<file path="config.mk">
export PLATFORM = sky130hd
export DESIGN_NAME = tlb_refill_walker_flat
export DESIGN_NICKNAME = d
export VERILOG_FILES = /design/src/rtl/tlb_refill_walker_pkg.sv /design/src/rtl/tlb_refill_walker_if.sv /design/src/rtl/tlb_refill_walker.sv /design/src/flat_wrapper.sv
export SDC_FILE = /design/constraint.sdc
export NUM_CORES = 1
export LEC_CHECK = 0
export ABC_AREA = 1
export CAP_MARGIN = 20
export CORE_ASPECT_RATIO = 1.2
export CORE_MARGIN = 8
export CORE_UTILIZATION = 54
export DETAILED_ROUTE_END_ITERATION = 10
export PLACE_DENSITY = 0.91
export SLEW_MARGIN = 20
export SYNTH_ARGS = -nofsm -noshare
export SYNTH_HDL_FRONTEND = slang
export SYNTH_SLANG_ARGS = --single-unit
</file>
<file path="constraint.sdc">
create_clock -name clk -period 11.57 [get_ports clk]
set_clock_uncertainty 0.05 [all_clocks]
set_input_delay 1.7355 -clock clk [delete_from_list [all_inputs] [get_ports clk]]
set_output_delay 1.7355 -clock clk [all_outputs]
set_load 0.03 [all_outputs]
</file>
<file path="src/rtl/tlb_refill_walker_pkg.sv">
// Shared MMU definitions for the TLB refill walker: walk states, field widths
// and the VPN index helpers for the two-level page table.
package mmu_pkg;

    localparam int unsigned PTE_W     = 24;
    localparam int unsigned VPN_W     = 20;
    localparam int unsigned ADDR_W    = 32;
    localparam int unsigned PTE_V_BIT = 0;

    typedef enum logic [2:0] {
        S_IDLE,
        S_PDE,
        S_PTE,
        S_WRITE,
        S_FAULT,
        S_DRAIN
    } walk_state_e;

    // L1_IDX = vpn[19:10], L2_IDX = vpn[9:0]
    function automatic logic [9:0] l1_idx(input logic [VPN_W-1:0] v);
        return v[19:10];
    endfunction

    function automatic logic [9:0] l2_idx(input logic [VPN_W-1:0] v);
        return v[9:0];
    endfunction

endpackage

</file>
<file path="src/rtl/tlb_refill_walker_if.sv">
// Page-table read port between the refill walker (master) and memory (slave).
interface tlb_refill_walker_if;
    import mmu_pkg::*;

    logic              mem_req;
    logic [ADDR_W-1:0] mem_addr;
    logic              mem_ready;
    logic [31:0]       mem_rdata;

    modport master (
        output mem_req,
        output mem_addr,
        input  mem_ready,
        input  mem_rdata
    );

    modport slave (
        input  mem_req,
        input  mem_addr,
        output mem_ready,
        output mem_rdata
    );

endinterface

</file>
<file path="src/rtl/tlb_refill_walker.sv">
// Two-level page-table walker feeding the TLB write port: on a miss it reads
// the PDE then the PTE, and either strobes tlbwr with the PTE or pulses page_fault.
module tlb_refill_walker
    import mmu_pkg::*;
#(
    parameter int unsigned PDE_SHIFT = 12
) (
    input  logic                 clk,
    input  logic                 clr,
    input  logic                 lookup,
    input  logic                 tlb_hit,
    input  logic [VPN_W-1:0]     vpn,
    input  logic [ADDR_W-1:0]    ptbr,
    input  logic                 kill,
    tlb_refill_walker_if.master  mem,
    output logic [PTE_W-1:0]     pte_in,
    output logic                 tlbwr,
    output logic                 stall,
    output logic                 page_fault,
    output logic [VPN_W-1:0]     bad_vpn
);

    walk_state_e       state_q, state_d;
    logic [VPN_W-1:0]  vpn_q, vpn_d;
    logic [ADDR_W-1:0] l2base_q, l2base_d;
    logic [PTE_W-1:0]  pte_q, pte_d;
    logic [VPN_W-1:0]  bad_vpn_q, bad_vpn_d;
    logic [ADDR_W-1:0] drain_addr_q, drain_addr_d;

    logic              miss;
    logic [ADDR_W-1:0] pde_addr;
    logic [ADDR_W-1:0] pte_addr;
    logic [ADDR_W-1:0] l2base_rd;
    logic              mem_req_c;
    logic [ADDR_W-1:0] mem_addr_c;

    assign miss      = lookup & ~tlb_hit & ~kill;
    assign pde_addr  = ptbr + {20'b0, l1_idx(vpn_q), 2'b00};
    assign pte_addr  = l2base_q + {20'b0, l2_idx(vpn_q), 2'b00};
    assign l2base_rd = {12'b0, mem.mem_rdata[31:12]} << PDE_SHIFT;

    always_ff @(posedge clk or posedge clr) begin
        if (clr) begin
            state_q      <= S_IDLE;
            vpn_q        <= '0;
            l2base_q     <= '0;
            pte_q        <= '0;
            bad_vpn_q    <= '0;
            drain_addr_q <= '0;
        end else begin
            state_q      <= state_d;
            vpn_q        <= vpn_d;
            l2base_q     <= l2base_d;
            pte_q        <= pte_d;
            bad_vpn_q    <= bad_vpn_d;
            drain_addr_q <= drain_addr_d;
        end
    end

    always_comb begin
        state_d      = state_q;
        vpn_d        = vpn_q;
        l2base_d     = l2base_q;
        pte_d        = pte_q;
        bad_vpn_d    = bad_vpn_q;
        drain_addr_d = drain_addr_q;
        unique case (state_q)
            S_IDLE: begin
                if (miss) begin
                    vpn_d   = vpn;
                    state_d = S_PDE;
                end
            end
            S_PDE: begin
                // A kill with an outstanding request must still see its handshake.
                if (kill) begin
                    drain_addr_d = pde_addr;
                    state_d      = mem.mem_ready ? S_IDLE : S_DRAIN;
                end else if (mem.mem_ready) begin
                    if (!mem.mem_rdata[PTE_V_BIT]) begin
                        state_d = S_FAULT;
                    end else begin
                        l2base_d = l2base_rd;
                        state_d  = S_PTE;
                    end
                end
            end
            S_PTE: begin
                if (kill) begin
                    drain_addr_d = pte_addr;
                    state_d      = mem.mem_ready ? S_IDLE : S_DRAIN;
                end else if (mem.mem_ready) begin
                    if (!mem.mem_rdata[PTE_V_BIT]) begin
                        state_d = S_FAULT;
                    end else begin
                        pte_d   = mem.mem_rdata[PTE_W-1:0];
                        state_d = S_WRITE;
                    end
                end
            end
            S_WRITE: state_d = S_IDLE;
            S_FAULT: begin
                bad_vpn_d = vpn_q;
                state_d   = S_IDLE;
            end
            S_DRAIN: begin
                if (mem.mem_ready) begin
                    state_d = S_IDLE;
                end
            end
            default: state_d = S_IDLE;
        endcase
    end

    always_comb begin
        mem_req_c  = 1'b0;
        mem_addr_c = '0;
        tlbwr      = 1'b0;
        pte_in     = '0;
        page_fault = 1'b0;
        bad_vpn    = bad_vpn_q;
        unique case (state_q)
            S_PDE: begin
                mem_req_c  = 1'b1;
                mem_addr_c = pde_addr;
            end
            S_PTE: begin
                mem_req_c  = 1'b1;
                mem_addr_c = pte_addr;
            end
            S_DRAIN: begin
                mem_req_c  = 1'b1;
                mem_addr_c = drain_addr_q;
            end
            S_WRITE: begin
                tlbwr  = 1'b1;
                pte_in = pte_q;
            end
            S_FAULT: begin
                page_fault = 1'b1;
                bad_vpn    = vpn_q;
            end
            default: ;
        endcase
    end

    assign mem.mem_req  = mem_req_c;
    assign mem.mem_addr = mem_addr_c;
    assign stall        = (state_q != S_IDLE) | miss;

endmodule

</file>
<file path="src/flat_wrapper.sv">
// flat-port wrapper written by rule: the top's interface ports become plain ports
module tlb_refill_walker_flat import mmu_pkg::*;
#(
    parameter int unsigned PDE_SHIFT = 12
)
  (clk, clr, lookup, tlb_hit, vpn, ptbr, kill, pte_in, tlbwr, stall, page_fault, bad_vpn, mem_mem_req, mem_mem_addr, mem_mem_ready, mem_mem_rdata);
  tlb_refill_walker_if mem_i ();
  input  logic clk;
  input  logic clr;
  input  logic lookup;
  input  logic tlb_hit;
  input  logic [VPN_W-1:0] vpn;
  input  logic [ADDR_W-1:0] ptbr;
  input  logic kill;
  output logic [PTE_W-1:0] pte_in;
  output logic tlbwr;
  output logic stall;
  output logic page_fault;
  output logic [VPN_W-1:0] bad_vpn;
  output wire logic [$bits(mem_i.mem_req)-1:0] mem_mem_req;
  output wire logic [$bits(mem_i.mem_addr)-1:0] mem_mem_addr;
  input wire logic [$bits(mem_i.mem_ready)-1:0] mem_mem_ready;
  input wire logic [$bits(mem_i.mem_rdata)-1:0] mem_mem_rdata;
  assign mem_mem_req = mem_i.mem_req;
  assign mem_mem_addr = mem_i.mem_addr;
  assign mem_i.mem_ready = mem_mem_ready;
  assign mem_i.mem_rdata = mem_mem_rdata;
  tlb_refill_walker #(.PDE_SHIFT(PDE_SHIFT)) u_core (.clk(clk), .clr(clr), .lookup(lookup), .tlb_hit(tlb_hit), .vpn(vpn), .ptbr(ptbr), .kill(kill), .mem(mem_i), .pte_in(pte_in), .tlbwr(tlbwr), .stall(stall), .page_fault(page_fault), .bad_vpn(bad_vpn));
endmodule
</file>
# == Word level (Yosys, flattened, before mapping) ==
# Index checks and enable logic that the tools add are counted.
# classes
n_reduce_logical,9
eq_ne,11
addsub,2
muxes,19
n_bitwise,5
# op_table
cell,count
32-bit case mux with 3 select lines,1
32-bit by 12-bit adder with 32-bit output,2
32-bit two-way mux,2
32-bit case mux with 2 select lines,1
3-bit two-way mux,9
24-bit two-way mux,1
20-bit two-way mux,1
3-bit case mux with 4 select lines,1
4-bit AND reduction,3
"3-bit by 2-bit == test with 1-bit output, second input constant",2
"3-bit == test, second input constant",2
"2-bit != test, second input constant",3
"3-bit != test, second input constant",2
"3-bit by 1-bit == test with 1-bit output, second input constant",1
3-bit zero test,1
1-bit two-way mux,3
3-bit AND reduction,1
3-bit nonzero test,1
3-bit OR reduction,1
1-bit bitwise AND,2
"2-bit by 1-bit != test with 1-bit output, second input constant",1
1-bit inverter,2
2-bit AND reduction,1
2-bit nonzero test,1
1-bit bitwise OR,1
# totals
inputBits,90
output_inout_bits,80
word_cells,52
reg_bits,119

# == Longest topological paths before layout ==
# Gate-level depths: netlist (run 1).
# logic_depth
depth_word,5
ltp_mapped,13
ltp_nobuf,13

# == Worst setup path before layout (run 1) ==
# No wires, ideal clock.
# synth_timing
path_kind,input port to output port
startpoint,input ptbr[2]
endpoint,output mem_mem_addr[28]
path_slack_ns,6.545
t_arrival_ns,3.239
stages,11
path_buffers,0
cell_sequence,ha_1 -> fa_1 -> nand3_1 -> nand2_1 -> nand2_1 -> nand2_2 -> nand2_1 -> nand2_2 -> nand3_1 -> nand3_1 -> nand2_1
# synth_between
elab_chain_len,2
# synth_lines
element,line_no,source
start: declaration,flat_wrapper.sv:13,input logic [ADDR_W-1:0] ptbr;
32-bit by 12-bit adder with 32-bit output,tlb_refill_walker.sv:38,"assign pde_addr = ptbr + {20'b0, l1_idx(vpn_q), 2'b00};"
32-bit case mux with 3 select lines,tlb_refill_walker.sv:122,unique case (state_q)
end: declaration,flat_wrapper.sv:21,output wire logic [$bits(mem_i.mem_addr)-1:0] mem_mem_addr;
# No other way between the ends.

# == Worst setup path in the final report (run 1) ==
# layout_timing
startpoint,input ptbr[2]
endpoint,output mem_mem_addr[12]
# Same word-level chain as after synthesis.

==> results of run 1 <==
[worst min-delay path, stage by stage (launching register included)]
cell	delay, ns
sky130_fd_sc_hd__dfrtp_1	0.33
sky130_fd_sc_hd__inv_1	0.05
sky130_fd_sc_hd__nand2_1	0.06
[stage by stage]
step	setup slack [ns]	power, uW	std cells
floorplan	6.55	1520	957
global placement	5.45	1960	1258
detailed placement	5.38	2000	1258
CTS	5.38	2560	1290
global route	5.23	2720	1290
finish	5.36	2560	1290
[cell type report]
| type | instances | area, um^2 | area share [%] |
|---|---|---|---|
| multi-input cells | 657 | 3140 | 34.1 |
| flip-flops and latches | 119 | 2980 | 32.4 |
| repair buffers | 173 | 1720 | 18.7 |
| inverters | 145 | 547 | 5.95 |
| clock buffers | 18 | 439 | 4.78 |
| well taps | 164 | 205 | 2.23 |
| clock inverters | 14 | 164 | 1.78 |
[worst min path at each step]
| stage | start | endpoint | slack (ns) | cells past startpoint |
|---|---|---|---|---|
| floorplan | u_core.pte_q[0] | u_core.pte_q[0] | 0.37 | 2 |
| global placement | u_core.pte_q[0] | u_core.pte_q[0] | 0.39 | 2 |
| detailed placement | u_core.pte_q[0] | u_core.pte_q[0] | 0.41 | 2 |
| CTS | u_core.pte_q[0] | u_core.pte_q[0] | 0.43 | 2 |
| global route | u_core.pte_q[0] | u_core.pte_q[0] | 0.46 | 2 |
| finish | u_core.pte_q[0] | u_core.pte_q[0] | 0.42 | 2 |
[cells by family (layout without fill, tap and decap cells)]
logic type,after synthesis,in the layout,synth area share (%)
fa+ha+maj,11,11,2.12
xor+xnor,7,7,0.896
flops,119,119,43.5
compound gates,151,151,11.8
simple gates,484,484,30.3
mux,4,4,0.658
buf+inv,181,350,10.7
[metal layers]
layer,up-vias,share of wire (%)
met5,-,0
met4,0,3.3
met3,48,7.7
met2,285,49
met1,3225,40
li1,3339,-
[cell usage in the layout (no fill, tap or decap), types with 6 or more instances in the layout]
| cell type | n |
|---|---|
| sky130_fd_sc_hd__a21oi_1 | 80 |
| sky130_fd_sc_hd__nand2_1 | 231 |
| sky130_fd_sc_hd__o21ai_1 | 11 |
| sky130_fd_sc_hd__nand3_2 | 6 |
| sky130_fd_sc_hd__nand4_1 | 6 |
| sky130_fd_sc_hd__xor2_1 | 7 |
| sky130_fd_sc_hd__clkdlybuf4s50_1 | 169 |
| sky130_fd_sc_hd__nor2_1 | 143 |
| sky130_fd_sc_hd__inv_6 | 6 |
| sky130_fd_sc_hd__dfrtp_1 | 119 |
| sky130_fd_sc_hd__nand3_1 | 65 |
| sky130_fd_sc_hd__ha_1 | 10 |
| sky130_fd_sc_hd__inv_1 | 133 |
| sky130_fd_sc_hd__nand2_2 | 11 |
| sky130_fd_sc_hd__clkbuf_16 | 17 |
| sky130_fd_sc_hd__nand3b_1 | 7 |
| sky130_fd_sc_hd__o21ai_0 | 37 |
| sky130_fd_sc_hd__a31oi_1 | 7 |
| sky130_fd_sc_hd__inv_2 | 11 |
[state kept, by name, indices dropped and copies added, names as in the netlist]
| name | count |
|---|---|
| u_core.bad_vpn_q | 20 |
| u_core.drain_addr_q | 32 |
| u_core.l2base_q | 20 |
| u_core.pte_q | 24 |
| u_core.state_q | 3 |
| u_core.vpn_q | 20 |
[report_power, final]
group          switching [uW]  internal (uW)  total, uW  leakage (uW)
sequential               97.5            606        704       0.00136
combinational             847            472       1320       0.00298
clock                     212            329        540      0.000287
total                    1160           1410       2560       0.00463
==> impl.org, run 1 <==
** Clocking
- Cts repair resizes :: 0
- After clock tree synthesis, the clock-pin slew on the worst setup and hold paths is about 0.06 ns.
- For the worst-skew pair, the clock arrives at the later sink with an insertion delay of between 0.4 and 0.5 ns.
- Buffers inserted to repair hold after CTS numbered 0.
- The clock passes through at most 2 buffers.
- CTS built an H-tree with a depth of 4.
- CTS tree :: built
- Total clock buffers created by CTS :: 17
- CTS placed an instance of sky130_fd_sc_hd__clkbuf_16 at the clock tree root.
- The number of setup buffers added after CTS is 0.
- For this design, the sink count on the clock tree is 119.

** Power
- Power density over the cells :: roughly 280 nW/um^2
- In this run the static leakage power is roughly 0.0046 uW.
- Peak supply drop :: ~0.00016 V

** Synthesis
- The number of nets in the synthesized netlist is 1058.
- Sequential share of the synthesized area :: a little over two fifths
- Counting flops with a built-in enable in the synthesized netlist gives 0.
- A synthesized cell averages between 7 and 8 um^2.
- The most common cell in the synthesized netlist is sky130_fd_sc_hd__nand2_1.
- Most area-hungry cell type in the Yosys netlist :: sky130_fd_sc_hd__dfrtp_1
- Warnings, synthesis :: 0
- In this run the biggest area consumer among cell types represents a little over two fifths of the synthesized area.
- The mapped netlist covers 6840 um^2.
- Biggest area contributors in the synthesized netlist :: sky130_fd_sc_hd__dfrtp_1 44%, sky130_fd_sc_hd__nand2_1 13%, sky130_fd_sc_hd__nor2_1 7.8%
- Number of unique standard cell types used by synthesis :: 37
- Register bit count reported by yosys :: 119
- Leading post-synthesis cells by instance count :: 232 x sky130_fd_sc_hd__nand2_1, 143 x sky130_fd_sc_hd__nor2_1, 134 x sky130_fd_sc_hd__inv_1
- Ys flop type :: sky130_fd_sc_hd__dfrtp_1
- Post-Syn Instances :: between 900 and 1000
- Of all flip-flops after synthesis, the portion carrying an async set or reset was between 90% and 100%.

** Route
- The count of nets left with antenna violations once routing finished came out at 0.
- The routed design has about 21000 um of wire.
- Dividing the detail-routed wire length by the instance count gives about 16 um.
- For this run, design rule violations remaining after detail routing come to 0.
- The first detailed-routing pass ran for 5 iterations.
- Using the TritonRoute via totals, the vias-per-cell ratio works out to between 5 and 6.
- For this block, the initial DRC count from the detailed router was between 500 and 600.
- The final route contains 6897 vias.

** Worst setup path
- Master of the slowest instance on the critical path :: sky130_fd_sc_hd__clkdlybuf4s50_1
- Start point of the critical path :: ptbr[2]
- The worst setup path is of the input pin to output pin kind.
- Along the worst path, the maximum fanout reaches 6.
- At the worst endpoint, the arrival time is ~4.4 ns.
- Crit path max-delay family :: buffers and inverters
- Setup crit end :: mem_mem_addr[12]
- Critical path endpoint category :: output pin
- Walking the worst path, the cells encountered are clkdlybuf4s50_1 > ha_1 > fa_1 > nand3_1 > nand2_1 > nand2_1 > nand2_2 > nand2_1 > nand2_2 > nand2_1 > nand3_1 > nand2_1 > clkdlybuf4s50_1.
- STA classifies the critical path startpoint as an input pin.
- R2R Setup Slk :: approximately 9 ns
- Number of cells on the critical path :: 13
- In this design, the critical path's most frequently occurring cell is sky130_fd_sc_hd__nand2_1.
- At the worst endpoint, the required time is just under 10 ns.
- End of the worst register-to-register path :: u_core.drain_addr_q[24]
- Buffers and inverters on the worst path :: 2
- The startpoint identified for the worst register-to-register timing path is u_core.state_q[2].
- CP max stage delay :: 0.69 ns
- R2R depth :: 8

** Die
- 170 I/O pins were placed.
- The die covers 16500 um^2.
- Initial core utilization :: between 50% and 60%
- Area of the core region :: approximately 12000 um^2
- Die X :: roughly 120 um
- Vertical die dimension :: approximately 140 um
- The floorplan has 45 rows.

** Global routing
- For met3 alone, demand over resource in global routing was under 10%.
- Global routing consumed, over all layers together, 25.3% of the routing resources.
- Summed over all layers, the global routing overflow is 0.
- The layer flagged by global routing as most heavily used is met2.
- Pin count of the biggest net entering global routing :: between 70 and 80
- Vias in the first global route :: roughly 6900
- The first global-routing pass estimated around 34000 um of wire.
- Met1 layer usage reported by global route :: a little under 30%
- Number of antenna violations at the first check in global routing :: 0
- For met2 alone, demand over resource in global routing was 42.3%.

** Placement
- The placed instances occupy a cell area of 8580 um^2.
- Final RePlAce weighted congestion :: 0.918
- Port-buffer cells :: between 150 and 200
- Post-DP HPWL :: 14800 um

** Cells and area
- Ant diodes :: 0
- Layout filler cell count :: approximately 940
- Share of cells above drive strength 1 :: around 7.3%
- With fillers left out, the area of the finished cells amounts to 9190 um^2.
- Synth-to-layout area growth :: 34.3%
- Count of nets after finishing :: between 1000 and 1500
- Core Util, Final :: 73.5%

** STA
- The routed design could run at a clock period as short as just over 6 ns.
- Final hold slack :: about 0.42 ns
- Final total negative setup slack :: 0 ns
- Hold Violations, Final :: 0
- Relative slew slack :: 36.5%
- Setup violations remaining at the end of the flow were counted as 0.
- The number of pins exceeding their max-slew limit in the final report was 0.
- Setup repair after global routing left no endpoint under its margin.
- Fmax achieved :: around 0.16 GHz
- Of the available clock period, the critical path in the final layout requires ~54%.
- At the pin with the least slew margin, the transition time is 0.952 ns.

** Min path
- Worst min-delay path class :: flop to flop

** Flow run
- The tool flagged a number of max-cap violations equal to 0.

** Status
- Outcome :: finished clean
Power figures use the tool's default switching activity.
==> inputs of run 2 (changes only) <==
--- a/config.mk
+++ b/config.mk
@@ -9,9 +9,9 @@
 export CAP_MARGIN = 20
 export CORE_ASPECT_RATIO = 1.2
 export CORE_MARGIN = 8
-export CORE_UTILIZATION = 54
+export CORE_UTILIZATION = 50
 export DETAILED_ROUTE_END_ITERATION = 10
-export PLACE_DENSITY = 0.91
+export PLACE_DENSITY = 0.85
 export SLEW_MARGIN = 20
 export SYNTH_ARGS = -nofsm -noshare
 export SYNTH_HDL_FRONTEND = slang
==> constraint.sdc (replaced) <==
create_clock -name clk -period 6.15 [get_ports clk]
set_clock_uncertainty 0.05 [all_clocks]
set_input_delay 0.9225 -clock clk [delete_from_list [all_inputs] [get_ports clk]]
set_output_delay 0.9225 -clock clk [all_outputs]
set_load 0.03 [all_outputs]
==> impl.org, run 2 (synthesis results as in run 1) <==
** STA
- The number of endpoints with negative hold slack in the final report was 0 (unchanged).
- For the finished layout, the period the worst path requires is approximately 4.6 ns.
- Final setup violation count :: 0 (unchanged)
- The final critical-path setup slack came to 1.60 ns (was 5.36 ns).
- The max-slew headroom at the worst pin came to 34.9% (was 36.5%).
- Setup repair after global routing missed its margin :: false (unchanged)
- In the finished design, the share of the clock period the worst path needs comes to roughly 74%.
- The post-route setup TNS was 0 ns (unchanged).
- The number of pins exceeding their max-slew limit in the final report was 0 (unchanged).
- Worst-Margin Slew :: 0.974 ns (was 0.952 ns)
- Static timing analysis puts the maximum clock frequency at 0.220 GHz.

** Clocking
- Post-CTS Setup Bufs :: 0 (unchanged)
- Root Buffer :: sky130_fd_sc_hd__clkbuf_16 (unchanged)
- Maximum level of the CTS H-tree :: 4 (unchanged)
- The clock network latency to the later pin of the worst-skew pair was 0.41 ns (was 0.42 ns).
- Total clock buffers created by CTS :: 17 (unchanged)
- Total number of clock tree sinks :: 119 (unchanged)
- Buffers from clock root to sink, at most :: 2 (unchanged)
- The total of hold buffers inserted after clock tree synthesis came to 0 (unchanged).
- Clock-pin slew of the registers on the worst-case setup and hold paths :: 0.06 ns (about the same)
- The number of cells upsized or downsized after cts came to 0 (unchanged).
- The clock tree from TritonCTS is built (unchanged).

** Worst setup path
- Startpoint-to-endpoint class of the critical path :: input pin to output pin (unchanged)
- CP most frequent cell :: sky130_fd_sc_hd__nand2_1 (unchanged)
- The slowest library cell on the worst path is sky130_fd_sc_hd__clkdlybuf4s50_1 (unchanged).
- The peak fanout along the critical path was 6 (unchanged).
- Startpoint Class :: input pin (unchanged)
- Critical path endpoint category :: output pin (unchanged)
- Ordered cell list for the critical path: clkdlybuf4s50_1 > ha_1 > fa_1 > nand3_1 > nand2_1 > nand2_1 > nand2_2 > nand2_1 > nand2_2 > nand3_1 > nand3_1 > nand2_1 > clkdlybuf4s50_1 (was clkdlybuf4s50_1 > ha_1 > fa_1 > nand3_1 > nand2_1 > nand2_1 > nand2_2 > nand2_1 > nand2_2 > nand2_1 > nand3_1 > nand2_1 > clkdlybuf4s50_1).
- CP max stage delay :: 0.67 ns (was 0.69 ns)
- CP required :: 5.18 ns (was 9.78 ns)
- Arrival time worst endpoint :: 3.58 ns (was 4.42 ns)

** Cells and area
- The most common library cell in the layout ignoring fill and taps is sky130_fd_sc_hd__nand2_1 (unchanged).
- Synth-to-layout area growth :: 35.8% (was 34.3%)
- The flip-flop count of the largest register, all copies and words added is 32 (unchanged).
- The area taken by multi-input logic gates is 3140 um^2 (unchanged).
- The area taken by flip-flops and latches was 2980 um^2 (unchanged).
- Ant diodes :: 0 (unchanged)
- Top library cells by usage in the layout, fill and taps aside: 231 x sky130_fd_sc_hd__nand2_1, 169 x sky130_fd_sc_hd__clkdlybuf4s50_1, 143 x sky130_fd_sc_hd__nor2_1 (unchanged).
- The fill cell instance count of the final layout was 1112 (was 937).
- Registers with the most flip-flops: u_core.drain_addr_q x32, u_core.pte_q x24 (unchanged).
- Share of cells above drive strength 1 :: 7.19% (was 7.28%)
- The net count reported at finish came to 1214 (unchanged).
- Register with the most flip-flops :: u_core.drain_addr_q (unchanged)

** Route
- The routed wirelength normalized by instance count is 16.0 um (was 16.2 um).
- The overall via count from detail_route is 6700 (was 6897).
- 1st-iter DRT viols :: 517 (was 576)
- The routed wire length was 20700 um (was 20800 um).
- The total DRC errors in the routed layout came to 0 (unchanged).
- The remaining antenna violation count after routing was 0 (unchanged).
- Number of search-and-repair iterations in the first detailed-routing pass :: 5 (unchanged)
- The post-detailed-route via-to-cell ratio came to 5.17 (was 5.35).

** Die
- Vertical die dimension :: 144 um (was 139 um)
- The die area was 17700 um^2 (was 16500 um^2).
- Initial core utilization :: 50.4% (was 54.7%)
- Die X :: 123 um (was 119 um)
- The floorplan core area was 13600 um^2 (was 12500 um^2).
- The I/O pin count came to 170 (unchanged).
- The number of rows created at floorplan is 47 (was 45).

** Power
- The internal power component was 2830 uW (was 1410 uW).
- Switching power share of the total :: 42.8% (was 45.1%)
- Power density over the cells :: 533 nW/um^2 (was 279 nW/um^2)
- The share of total power in sequential cells came to 26.6% (was 27.4%).
- The combinational fraction of design power is 49.5% (was 51.5%).
- The worst-case vdd ir drop came to 0.000357 V (was 0.000156 V).
- The power spent charging and discharging nets came to 2120 uW (was 1160 uW).
- Clock Power Share :: 23.9% (was 21.1%)
- The leakage power total came to 0.00467 uW (was 0.00463 uW).

** Global routing
- Grt ovf :: 0 (unchanged)
- The number of global-route vias before repair was 6750 (was 6853).
- Number of antenna violations at the first check in global routing :: 0 (unchanged)
- First-pass GRT wire length :: 32900 um (was 33800 um)
- The largest net degree at the start of global routing was 75 (was 77).
- The total global routing track utilization came to 23.8% (was 25.3%).

** Flow run
- Max-cap violation count :: 0 (unchanged)

** Status
- Outcome :: finished clean (unchanged)

** Placement
- The global placement routability congestion is 0.883 (was 0.918).
- The placement-stage worst setup slack came to 1.60 ns (was 5.38 ns).
- Post-DP HPWL :: 14900 um (was 14800 um)
- Port-buffer cells :: 169 (unchanged)

** Min path
- Worst min-delay path class :: flop to flop (unchanged)
[run 2: changes by cell type in the layout (fill, tap and decap cells not counted)]
| cell | delta |
|---|---|
| sky130_fd_sc_hd__clkinvlp_4 | -1 |
| sky130_fd_sc_hd__bufinv_16 | +5 |
| sky130_fd_sc_hd__clkbuf_8 | -1 |
| sky130_fd_sc_hd__clkinv_4 | +1 |
| sky130_fd_sc_hd__inv_6 | -4 |
| sky130_fd_sc_hd__inv_8 | -1 |
| sky130_fd_sc_hd__clkbuf_1 | +1 |
[run 2: area by class of cell]
type	instances	share of cell area, %
clock buffers	18	4.62
clock inverters	14	2.89
inverters	145	5.88
multi-input cells	657	33.7
flip-flops and latches	119	32.0
well taps	171	2.30
repair buffers	173	18.5
[run 2: through the flow]
stage	std cells	hold slack [ns]	area [um^2]	total power (uW)	util, %
after global routing	1297	0.446	9290	5260	68.4
after CTS	1297	0.431	9290	4980	68.4
final	1297	0.422	9290	4960	68.4
after detailed placement	1265	0.418	8590	3760	63.3
after floorplan	957	0.372	6840	2860	-
after global placement	1265	0.387	8590	3710	63.3
[run 2: final timing paths]
| kind | from | end | slack, ns | depth (start not counted) |
|---|---|---|---|---|
| worst max-delay path | ptbr[2] | mem_mem_addr[20] | 1.60 | 13 |
| worst min-delay path | u_core.pte_q[0] | u_core.pte_q[0] | 0.42 | 2 |
| worst max register to register | u_core.state_q[2] | u_core.drain_addr_q[2] | 3.50 | 8 |
| worst min register to register | u_core.pte_q[0] | u_core.pte_q[0] | 0.42 | 2 |
| max in group asynchronous | clr | u_core.drain_addr_q[26] | 3.86 | 3 |
| min in group asynchronous | clr | u_core.bad_vpn_q[3] | 1.02 | 2 |
[run 2: power by group through the flow]
stage                     logic, uW  clock network (uW)  registers, uW
final                          2450                1190           1320
after global routing           2670                1240           1350
after CTS                      2470                1200           1320
after detailed placement       2440                   0           1320
after global placement         2400                   0           1310
after floorplan                1590                   0           1270
[run 2: layer usage]
layer	track usage, %	routed length (um)	up-vias
met4	11.5	716	0
met5	0	0	-
met1	27.9	8350	3090
li1	-	-	3326
met3	6.37	1510	42
met2	39.5	10200	242
[run 2: critical path, delay by kind of cell]
kind	cells	cell delay, ns
AND/OR/NAND/NOR	9	0.90
adder cells (fa/ha/maj)	2	0.68
buffers and inverters	2	1.08
